$ cat config.mk
export PLATFORM = sky130hd
export DESIGN_NAME = aes_round_ctrl
export DESIGN_NICKNAME = d
export VERILOG_FILES = /design/src/rtl/aes_ctrl_pkg.sv /design/src/rtl/aes_round_seq.sv /design/src/rtl/aes_round_ctrl.sv
export SDC_FILE = /design/constraint.sdc
export NUM_CORES = 1
export LEC_CHECK = 0
export CAP_MARGIN = 30
export CORE_MARGIN = 1.5
export CORE_UTILIZATION = 41
export DETAILED_ROUTE_END_ITERATION = 8
export GPL_ROUTABILITY_DRIVEN = 0
export GPL_TIMING_DRIVEN = 0
export PLACE_DENSITY = 0.75
export SLEW_MARGIN = 20
export SYNTH_ARGS = -nofsm -noshare
export SYNTH_HDL_FRONTEND = slang
export SYNTH_SLANG_ARGS = --single-unit
$ cat constraint.sdc
create_clock -name clk -period 2.2 [get_ports clk]
set_clock_uncertainty 0.05 [all_clocks]
set_input_delay 0.33 -clock clk [delete_from_list [all_inputs] [get_ports clk]]
set_output_delay 0.33 -clock clk [all_outputs]
set_load 0.02 [all_outputs]
$ cat src/rtl/aes_ctrl_pkg.sv
// Shared types and constants for the AES round controller.
package aes_ctrl_pkg;

  typedef enum logic [1:0] {
    OP_IDLE   = 2'd0,
    OP_KEYEXP = 2'd1,
    OP_ENC    = 2'd2,
    OP_DEC    = 2'd3
  } op_e;

  localparam logic [1:0] KL_128  = 2'b00;
  localparam logic [1:0] KL_192  = 2'b01;
  localparam logic [1:0] KL_256  = 2'b10;
  localparam logic [1:0] KL_RSVD = 2'b11;

  localparam logic [1:0] KA_INIT = 2'b00;
  localparam logic [1:0] KA_RND  = 2'b01;
  localparam logic [1:0] KA_LAST = 2'b10;
  localparam logic [1:0] KA_INV  = 2'b11;

  // Final round index for a key length; reserved maps to the AES-128 count.
  function automatic logic [3:0] nr_of(input logic [1:0] kl);
    case (kl)
      KL_192:  nr_of = 4'd12;
      KL_256:  nr_of = 4'd14;
      default: nr_of = 4'd10;
    endcase
  endfunction

endpackage

$ cat src/rtl/aes_round_seq.sv
// Operation register, shared step counter, NR latch, start arbitration,
// key-valid interlock and done generation.
module aes_round_seq
  import aes_ctrl_pkg::*;
#(
  parameter int NR_MAX = 14,
  parameter int KRF_AW = 4
) (
  input  logic              clk,
  input  logic              rst,
  input  logic [1:0]        keylen_i,
  input  logic              keyexp_i,
  input  logic              staenc_i,
  input  logic              stadec_i,
  input  logic              abort_i,
  output op_e               op_o,
  output logic [KRF_AW-1:0] s_o,
  output logic [KRF_AW-1:0] nr_o,
  output logic              key_valid_o,
  output logic              done_o,
  output logic              start_err_o,
  output logic              busy_o
);

  op_e               op_q, op_d;
  logic [KRF_AW-1:0] s_q, s_d;
  logic [KRF_AW-1:0] nr_q, nr_d;
  logic              kv_q, kv_d;
  logic [KRF_AW-1:0] nr_kl;
  logic              any_start;
  logic              last;

  // Requested round count, clamped so the key file is never overrun.
  assign nr_kl     = (KRF_AW'(nr_of(keylen_i)) > KRF_AW'(NR_MAX)) ?
                     KRF_AW'(NR_MAX) : KRF_AW'(nr_of(keylen_i));
  assign any_start = keyexp_i | staenc_i | stadec_i;
  assign last      = (s_q == nr_q);

  // State registers; reset restores the AES-128 round count.
  always_ff @(posedge clk) begin
    if (rst) begin
      op_q <= OP_IDLE;
      s_q  <= '0;
      nr_q <= KRF_AW'(10);
      kv_q <= 1'b0;
    end else begin
      op_q <= op_d;
      s_q  <= s_d;
      nr_q <= nr_d;
      kv_q <= kv_d;
    end
  end

  // Arbitration in IDLE, counter advance otherwise; abort beats everything.
  always_comb begin
    op_d        = op_q;
    s_d         = s_q;
    nr_d        = nr_q;
    kv_d        = kv_q;
    start_err_o = 1'b0;
    done_o      = 1'b0;
    case (op_q)
      OP_IDLE: begin
        s_d = '0;
        if (any_start) begin
          if (abort_i) begin
            start_err_o = 1'b1;
          end else if (keyexp_i) begin
            if (keylen_i == KL_RSVD) begin
              start_err_o = 1'b1;
            end else begin
              op_d        = OP_KEYEXP;
              nr_d        = nr_kl;
              kv_d        = 1'b0;
              start_err_o = staenc_i | stadec_i;
            end
          end else if (stadec_i) begin
            if (kv_q) begin
              op_d        = OP_DEC;
              start_err_o = staenc_i;
            end else begin
              start_err_o = 1'b1;
            end
          end else begin
            if (kv_q) op_d = OP_ENC;
            else      start_err_o = 1'b1;
          end
        end
      end
      OP_KEYEXP, OP_ENC, OP_DEC: begin
        start_err_o = any_start;
        if (abort_i) begin
          op_d = OP_IDLE;
          s_d  = '0;
        end else if (last) begin
          done_o = 1'b1;
          op_d   = OP_IDLE;
          s_d    = '0;
          if (op_q == OP_KEYEXP) kv_d = 1'b1;
        end else begin
          s_d = s_q + 1'b1;
        end
      end
      default: begin
        op_d = OP_IDLE;
        s_d  = '0;
      end
    endcase
  end

  assign op_o        = op_q;
  assign s_o         = s_q;
  assign nr_o        = nr_q;
  assign key_valid_o = kv_q;
  assign busy_o      = (op_q != OP_IDLE);

endmodule

$ cat src/rtl/aes_round_ctrl.sv
// AES-128/192/256 control unit: per-operation datapath decode around the
// shared round sequencer, plus the host load decode.
module aes_round_ctrl
  import aes_ctrl_pkg::*;
#(
  parameter int NR_MAX = 14,
  parameter int KRF_AW = 4,
  parameter int ADDR_W = 5
) (
  input  logic              clk,
  input  logic              rst,
  input  logic              load,
  input  logic [ADDR_W-1:0] address,
  input  logic [1:0]        keylen,
  input  logic              keyexp,
  input  logic              staenc,
  input  logic              stadec,
  input  logic              abort,
  output logic              keyexprdy,
  output logic              encdecrdy,
  output logic              key_valid,
  output logic              done,
  output logic              start_err,
  output logic              keysel,
  output logic              rndkren,
  output logic              wrrndkrf,
  output logic              rconen,
  output logic [KRF_AW-1:0] krfaddr,
  output logic              wrsben,
  output logic [ADDR_W-2:0] wrsbaddr,
  output logic              wrpckreg,
  output logic [1:0]        keyadsel,
  output logic              mixsel,
  output logic              reginsel,
  output logic              wrregen
);

  localparam logic [ADDR_W-1:0] PCK_ADDR = {1'b1, {(ADDR_W-1){1'b0}}};

  op_e               op;
  logic [KRF_AW-1:0] s, nr;
  logic              busy;
  logic              ld_block;

  aes_round_seq #(.NR_MAX(NR_MAX), .KRF_AW(KRF_AW)) u_seq (
    .clk         (clk),
    .rst         (rst),
    .keylen_i    (keylen),
    .keyexp_i    (keyexp),
    .staenc_i    (staenc),
    .stadec_i    (stadec),
    .abort_i     (abort),
    .op_o        (op),
    .s_o         (s),
    .nr_o        (nr),
    .key_valid_o (key_valid),
    .done_o      (done),
    .start_err_o (start_err),
    .busy_o      (busy)
  );

  assign keyexprdy = ~busy;
  assign encdecrdy = ~busy;

  // Host writes must not disturb the state registers mid-cipher.
  assign ld_block = (op == OP_ENC) | (op == OP_DEC);
  assign wrsben   = load & ~address[ADDR_W-1] & ~ld_block;
  assign wrsbaddr = address[ADDR_W-2:0];
  assign wrpckreg = load & (address == PCK_ADDR) & ~ld_block;

  // Datapath controls for the current operation and step.
  always_comb begin
    keysel   = 1'b0;
    rndkren  = 1'b0;
    wrrndkrf = 1'b0;
    rconen   = 1'b0;
    krfaddr  = '0;
    keyadsel = KA_INIT;
    mixsel   = 1'b0;
    reginsel = 1'b0;
    wrregen  = 1'b0;
    case (op)
      OP_KEYEXP: begin
        rndkren  = 1'b1;
        wrrndkrf = 1'b1;
        keysel   = (s != '0);
        rconen   = (s != '0);
        krfaddr  = s;
      end
      OP_ENC: begin
        wrregen = 1'b1;
        krfaddr = s;
        if (s == '0)      keyadsel = KA_INIT;
        else if (s == nr) keyadsel = KA_LAST;
        else              keyadsel = KA_RND;
      end
      OP_DEC: begin
        // Round keys are consumed in reverse order for decryption.
        wrregen  = 1'b1;
        krfaddr  = nr - s;
        keyadsel = (s == '0) ? KA_INIT : KA_INV;
        mixsel   = (s != '0) && (s != nr);
        reginsel = (s != '0) && (s != nr);
      end
      default: ;
    endcase
  end

endmodule

==> metrics.md, run 1 <==
| Metric | Value |
|---|---|
| Status | `finished, final reports clean` |
| Clock Latency Late Sink | `260 ps` |
| Pwr/cell area | `327 mW/mm^2` |
| Fraction of registers with async set/reset | `0%` |
| Top-area cell type share of the netlist area | `21.2%` |
| Global route total overflow | `0` |
| Detailed placement HPWL | `1730 um` |
| Crit start category | `flop` |
| Total die area | `0.00235 sq mm` |
| Layout area overhead | `57.3%` |
| TritonCTS clock tree | `done` |
| Routed WL | `2360 um` |
| Maximum fanout along the worst path | `6` |
| Sw Pwr | `roughly 0.13 mW` |
| Number of synthesized flops with an enable pin | `0` |
| Fraction of layout cells with a size suffix above 1 | `29.7%` |
| Mean cell area of the mapped netlist | `8.01 sq um` |
| Cell variety after synth | `35` |
| Fin crit share | `97.0%` |
| Clock power frac | `29.8%` |
| Worst slew pin tran | `between 300 and 400 ps` |
| Ys flop type | `dfxtp_1` |
| Core box area | `0.00196 sq mm` |
| Fmax | `469 MHz` |
| Sequential area share after synthesis | `between 20% and 30%` |
| Critical path class | `reg2out` |
| Non-filler cells, final | `175` |
| CTS buffer count | `3` |
| Initial antenna violation count | `0` |
| Util after Layout | `68.1%` |
| RSZ-0062 raised after global routing | `yes` |
| WL/cell | `13.5 um` |
| Site Rows | `16` |
| Die Wd | `48.5 um` |
| Sink Count | `9` |
| Post-CTS Hold Buffers | `0` |
| Hold path startpoint | `u_seq.nr_o[2]$_SDFFE_PP0P_` |
| Top cells by area, synth | `dfxtp_1 (21%), ha_1 (16%), buf_4 (8.0%)` |
| Slew HR | `78.0%` |
| Synthesized area | `between 800 and 900 sq um` |
| Flops & latches, synth | `9` |
| Vias in the first global route | `roughly 840` |
| Worst setup margin | `66.3 ps` |
| Worst Setup End Kind | `output port` |
| Share of power burned in registers | `38.7%` |
| Fin crit period | `2130 ps` |
| Most frequent cells in the layout | `clkdlybuf4s50_1 (22), nor2_1 (15), buf_4 (14), inv_1 (8), nand2_1 (8)` |
| Fillers | `roughly 180` |
| R2R Path End | `u_seq.op_o[0]$_SDFFE_PP0P_` |
| Die H | `48.5 um` |
| Static leakage | `0.584 nW` |
| Hold WC Path Type | `reg2reg` |
| Worst EP arrival | `1750 ps` |
| Cell-internal power | `around 0.3 mW` |
| Ports | `38` |
| Root Buffer Master | `clkbuf_4` |
| DP Cell Count | `170` |
| Path depth of the worst reg2reg path | `5` |
| Remaining antenna violation count | `0` |
| Hold path cells | `2` |
| Switching Fraction | `between 20% and 30%` |
| DR iter-0 viols | `11` |
| N_diodes | `0` |
| Slew Viols, Final | `0` |
| Cells after synthesis | `between 100 and 150` |
| Final setup fails | `0` |
| CP required | `1820 ps` |
| Tot GR Track Use | `about a fifth` |
| Via count | `904` |
| Yosys top cell by area | `dfxtp_1` |
| Nets@finish | `around 180` |
| Drt drc | `0` |
| Drt first pass iters | `4` |
| Placement Cell Area | `0.00126 sq mm` |
| Worst Hold Margin | `446 ps` |
| CTS Buffer Depth | `2` |
| Hold endpoint | `u_seq.nr_o[2]$_SDFFE_PP0P_` |
| R2r setup slk | `480 ps` |
| Max VDD drop | `0.000408 V` |
| IO buf count | `37` |
| Final count of hold timing violations | `0` |
| RR Startpoint | `u_seq.nr_o[1]$_SDFFE_PP1P_` |
| Gate power share | `a little under a third` |
| Worst-path clk slew | `~60 ps` |
| DP Worst Slack | `-356 ps` |
| Setup TNS | `0 ps` |
| Mapped Nets | `132` |
| First-pass GRT wire length | `3610 um` |
| Yosys warns | `0` |
| Pin count of the biggest net entering global routing | `11` |
| Design Power | `roughly 0.44 mW` |
| Starting Density | `43.3%` |
| CTS HTree Levels | `1` |
| Commonest non-fill, non-tap cell in the layout | `clkdlybuf4s50_1` |
| # Max-Cap Violations | `0` |
| Final instance area | `0.00134 sq mm` |
| Via density | `5.17` |
registers in the layout, summed over array words and instances (netlist names):
register and cells:
u_seq.s_o 4, u_seq.nr_o 2, u_seq.op_o 2, u_seq.key_valid_o 1
repair_timing:
item,in CTS,in global routing
endpoints found under the setup margin,15,11
gates resized for setup,38,21
endpoints found under the hold margin,0,0
pin swaps,1,3
buffers inserted,1,1
cells in the mapped netlist, types with 2 or more instances:
cell	instances
nor2_1	15
ha_1	11
buf_4	9
dfxtp_1	9
inv_1	9
nand2_1	8
a21oi_1	6
a22oi_1	3
nand3b_1	3
a31oi_1	2
and3_1	2
nand2b_1	2
nand3_1	2
nor3_1	2
nor3b_1	2
xnor2_1	2
per-layer routing:
metal,vias to the layer above,global-route usage [%],routed length [um]
met5,-,0,0
met4,0,10.0,87
met3,12,5.86,201
met2,47,34.7,1190
met1,407,19.3,875
li1,438,-,-
worst max-delay path by stage:
stage,from,to,depth (start not counted)
floorplan,u_seq.s_o[1]$_SDFF_PP0_,reginsel,6
global placement,u_seq.s_o[1]$_SDFF_PP0_,reginsel,7
detailed placement,u_seq.s_o[1]$_SDFF_PP0_,reginsel,7
CTS,u_seq.s_o[1]$_SDFF_PP0_,reginsel,7
global route,u_seq.s_o[0]$_SDFF_PP0_,rconen,6
finish,u_seq.s_o[0]$_SDFF_PP0_,rconen,6
kinds of logic (layout without fill, tap and decap cells):
group / Yosys count / count (layout) / synth area share, %
AND/OR/NAND/NOR: 44 / 44 / 27.0
buffers and inverters: 19 / 61 / 12.4
AO/OA/AOI/OAI: 18 / 18 / 16.1
adder cells (fa/ha/maj): 12 / 12 / 18.6
flip-flops: 9 / 9 / 21.2
XOR/XNOR: 3 / 3 / 3.09
multiplexers: 1 / 1 / 1.77
critical path, stage by stage (launching register included):
cell,delay [ps]
dfxtp_2,400
inv_1,100
ha_1,220
nor3b_4,170
nor2b_1,180
buf_4,130
clkdlybuf4s15_1,290
power by group through the flow:
stage / Combinational (mW) / Sequential (mW) / Clock (mW)
global placement: 0.127 / 0.174 / 0
detailed placement: 0.131 / 0.174 / 0
floorplan: 0.0710 / 0.173 / 0
finish: 0.138 / 0.169 / 0.130
global route: 0.149 / 0.169 / 0.139
CTS: 0.131 / 0.169 / 0.129
area by class of cell:
type	instances	area (sq um)	area share, %
well taps	27	33.8	2.53
inverters	9	33.8	2.53
plain buffers	9	67.6	5.06
multi-input cells	78	641	47.9
flip-flops and latches	9	189	14.1
clock buffers	4	26.3	1.97
repair buffers	39	345	25.8
Note: power is estimated with default switching activity, not from simulation.
==> run 2, diff against run 1 <==
Settings changed: CORE_ASPECT_RATIO set to 0.8.
==> metrics.md, run 2 (synthesized netlist as in run 1, its figures left out) <==
| Metric | Value |
|---|---|
| Fin crit share | `98.1%` |
| Non-filler cells, final | `170` |
| Root Buffer Master | `clkbuf_4` |
| Site Rows | `14` |
| Worst EP arrival | `1780 ps` |
| Commonest non-fill, non-tap cell in the layout | `clkdlybuf4s50_1` |
| Pin count of the biggest net entering global routing | `11` |
| Core box area | `0.00191 sq mm` |
| RSZ-0062 raised after global routing | `yes` |
| Maximum fanout along the worst path | `5` |
| Global route total overflow | `0` |
| Vias in the first global route | `735` |
| Fin crit period | `2160 ps` |
| Static leakage | `0.558 nW` |
| Final setup fails | `0` |
| IO buf count | `37` |
| TritonCTS clock tree | `done` |
| DR iter-0 viols | `15` |
| Fraction of layout cells with a size suffix above 1 | `between 30% and 40%` |
| Hold path startpoint | `u_seq.s_o[0]$_SDFF_PP0_` |
| Tot GR Track Use | `19.3%` |
| Final count of hold timing violations | `0` |
| Most frequent cells in the layout | `clkdlybuf4s50_1 (23), nor2_1 (14), buf_4 (11), nand2_1 (8), ha_1 (8)` |
| Number of post-CTS setup repair buffers | `0` |
| Die Wd | `about 54 um` |
| Layout area overhead | `55.2%` |
| Max VDD drop | `between 0.0004 and 0.0005 V` |
| Slew Viols, Final | `0` |
| Worst slew pin tran | `338 ps` |
| Pwr/cell area | `330 mW/mm^2` |
| Status | `finished, final reports clean` |
| RR Startpoint | `u_seq.s_o[1]$_SDFF_PP0_` |
| Fmax | `463 MHz` |
| Setup TNS | `0 ps` |
| Drt drc | `0` |
| Die H | `43.7 um` |
| DP Cell Count | `between 150 and 200` |
| CTS buffer count | `3` |
| Detailed placement HPWL | `1720 um` |
| First-pass GRT wire length | `3310 um` |
| Critical path class | `reg2out` |
| Worst Path Buf+Inv | `3` |
| Clock Latency Late Sink | `roughly 270 ps` |
| Total die area | `0.00236 sq mm` |
| CTS Buffer Depth | `2` |
| CP startpoint | `u_seq.s_o[1]$_SDFF_PP0_` |
| Worst Setup End Kind | `output port` |
| R2r setup slk | `about 430 ps` |
| Ports | `38` |
| Critical Path Most Common Cell | `buf_4` |
| Critical path, cell by cell | `inv_2 > ha_4 > ha_1 > and3_4 > nor3b_4 > buf_4 > buf_4` |
| Hold WC Path Type | `reg2reg` |
| Starting Density | `44.5%` |
| Crit start category | `flop` |
| Initial antenna violation count | `0` |
| CP required | `1820 ps` |
| Drt first pass iters | `4` |
| CTS HTree Levels | `1` |
| # Max-Cap Violations | `0` |
| N_diodes | `0` |
| Routed WL | `between 2000 and 2500 um` |
| WL/cell | `12.1 um` |
| Remaining antenna violation count | `0` |
| Via count | `843` |
| Worst-path clk slew | `60 ps` |
| Post-CTS Hold Buffers | `0` |
| Via density | `4.96` |
| Nets@finish | `173` |
| Worst path max stage delay | `380 ps` |
| Slew HR | `77.5%` |
| Slowest cell on crit path | `dfxtp_4` |
| Sink Count | `9` |
| Max reg flops | `4` |
| Crit path max-delay family | `adder cells` |
run 2: cell count changes in the layout (fill, tap and decap cells not counted), moves of 2 or more:
cell | previous run | this run
buf_4 | 14 | 11
clkdlybuf4s15_2 | 0 | 2
dfxtp_2 | 1 | 4
dfxtp_1 | 6 | 4
run 2: cell type report:
class / count / area (sq um)
Buffer: 9 / 67.6
Clock buffer: 3 / 22.5
Timing Repair Buffer: 37 / 337
Multi-Input combinational cell: 78 / 634
Fill cell: 166 / 591
Tap cell: 24 / 30.0
Clock inverter: 1 / 5.00
Sequential cell: 9 / 189
Inverter: 9 / 33.8
run 2: timing repair:
action | in CTS | in global routing
pin swaps | 0 | 1
setup endpoints to repair | 15 | 12
resized for setup | 41 | 16
run 2: worst register-to-register path: stages (launching register included):
cell	delay, ps
dfxtp_4	380
inv_2	60
ha_4	230
ha_1	200
and3_4	200
or3_1	330
a221oi_2	230
run 2: metrics by stage:
stage | utilization (%) | instance area [sq um] | hold WS, ps | total power [mW] | worst slack (ps)
4_1_cts | 68.5 | 1310 | 429 | 0.435 | -186
3_5_place_dp | 65.7 | 1250 | 430 | 0.304 | -346
5_1_grt | 69.1 | 1320 | 454 | 0.463 | -22.4
6_report | 69.1 | 1320 | 435 | 0.435 | 41.3
2_1_floorplan | - | 855 | 346 | 0.244 | 89.8
3_3_place_gp | 65.7 | 1250 | 414 | 0.301 | -320
run 2: where the power goes:
group          leakage, nW  switching, mW  internal [mW]
combinational        0.464         0.0596         0.0750
sequential          0.0757        0.00469          0.166
clock               0.0177         0.0632         0.0674
run 2: final timing paths:
path                                              endpoint  cells after the start
worst max register to register  u_seq.op_o[0]$_SDFFE_PP0P_                      6
worst min-delay path               u_seq.s_o[0]$_SDFF_PP0_                      1
worst max-delay path                              reginsel                      7
worst min register to register     u_seq.s_o[0]$_SDFF_PP0_                      1
run 2: metal layers:
layer	vias to the layer above	GRT usage (%)	share of wire [%]	wire length, um
met4	0	3.08	0.54	11
li1	438	-	-	-
met3	4	7.59	10	208
met2	27	31.0	46	936
met5	-	0	0	0
met1	374	24.8	44	897
==> run 3, diff against run 2 <==
Settings changed: SLEW_MARGIN 20 to unset.
==> results of run 3 <==
Final layout, timing and power as in run 2 (identical DEF).
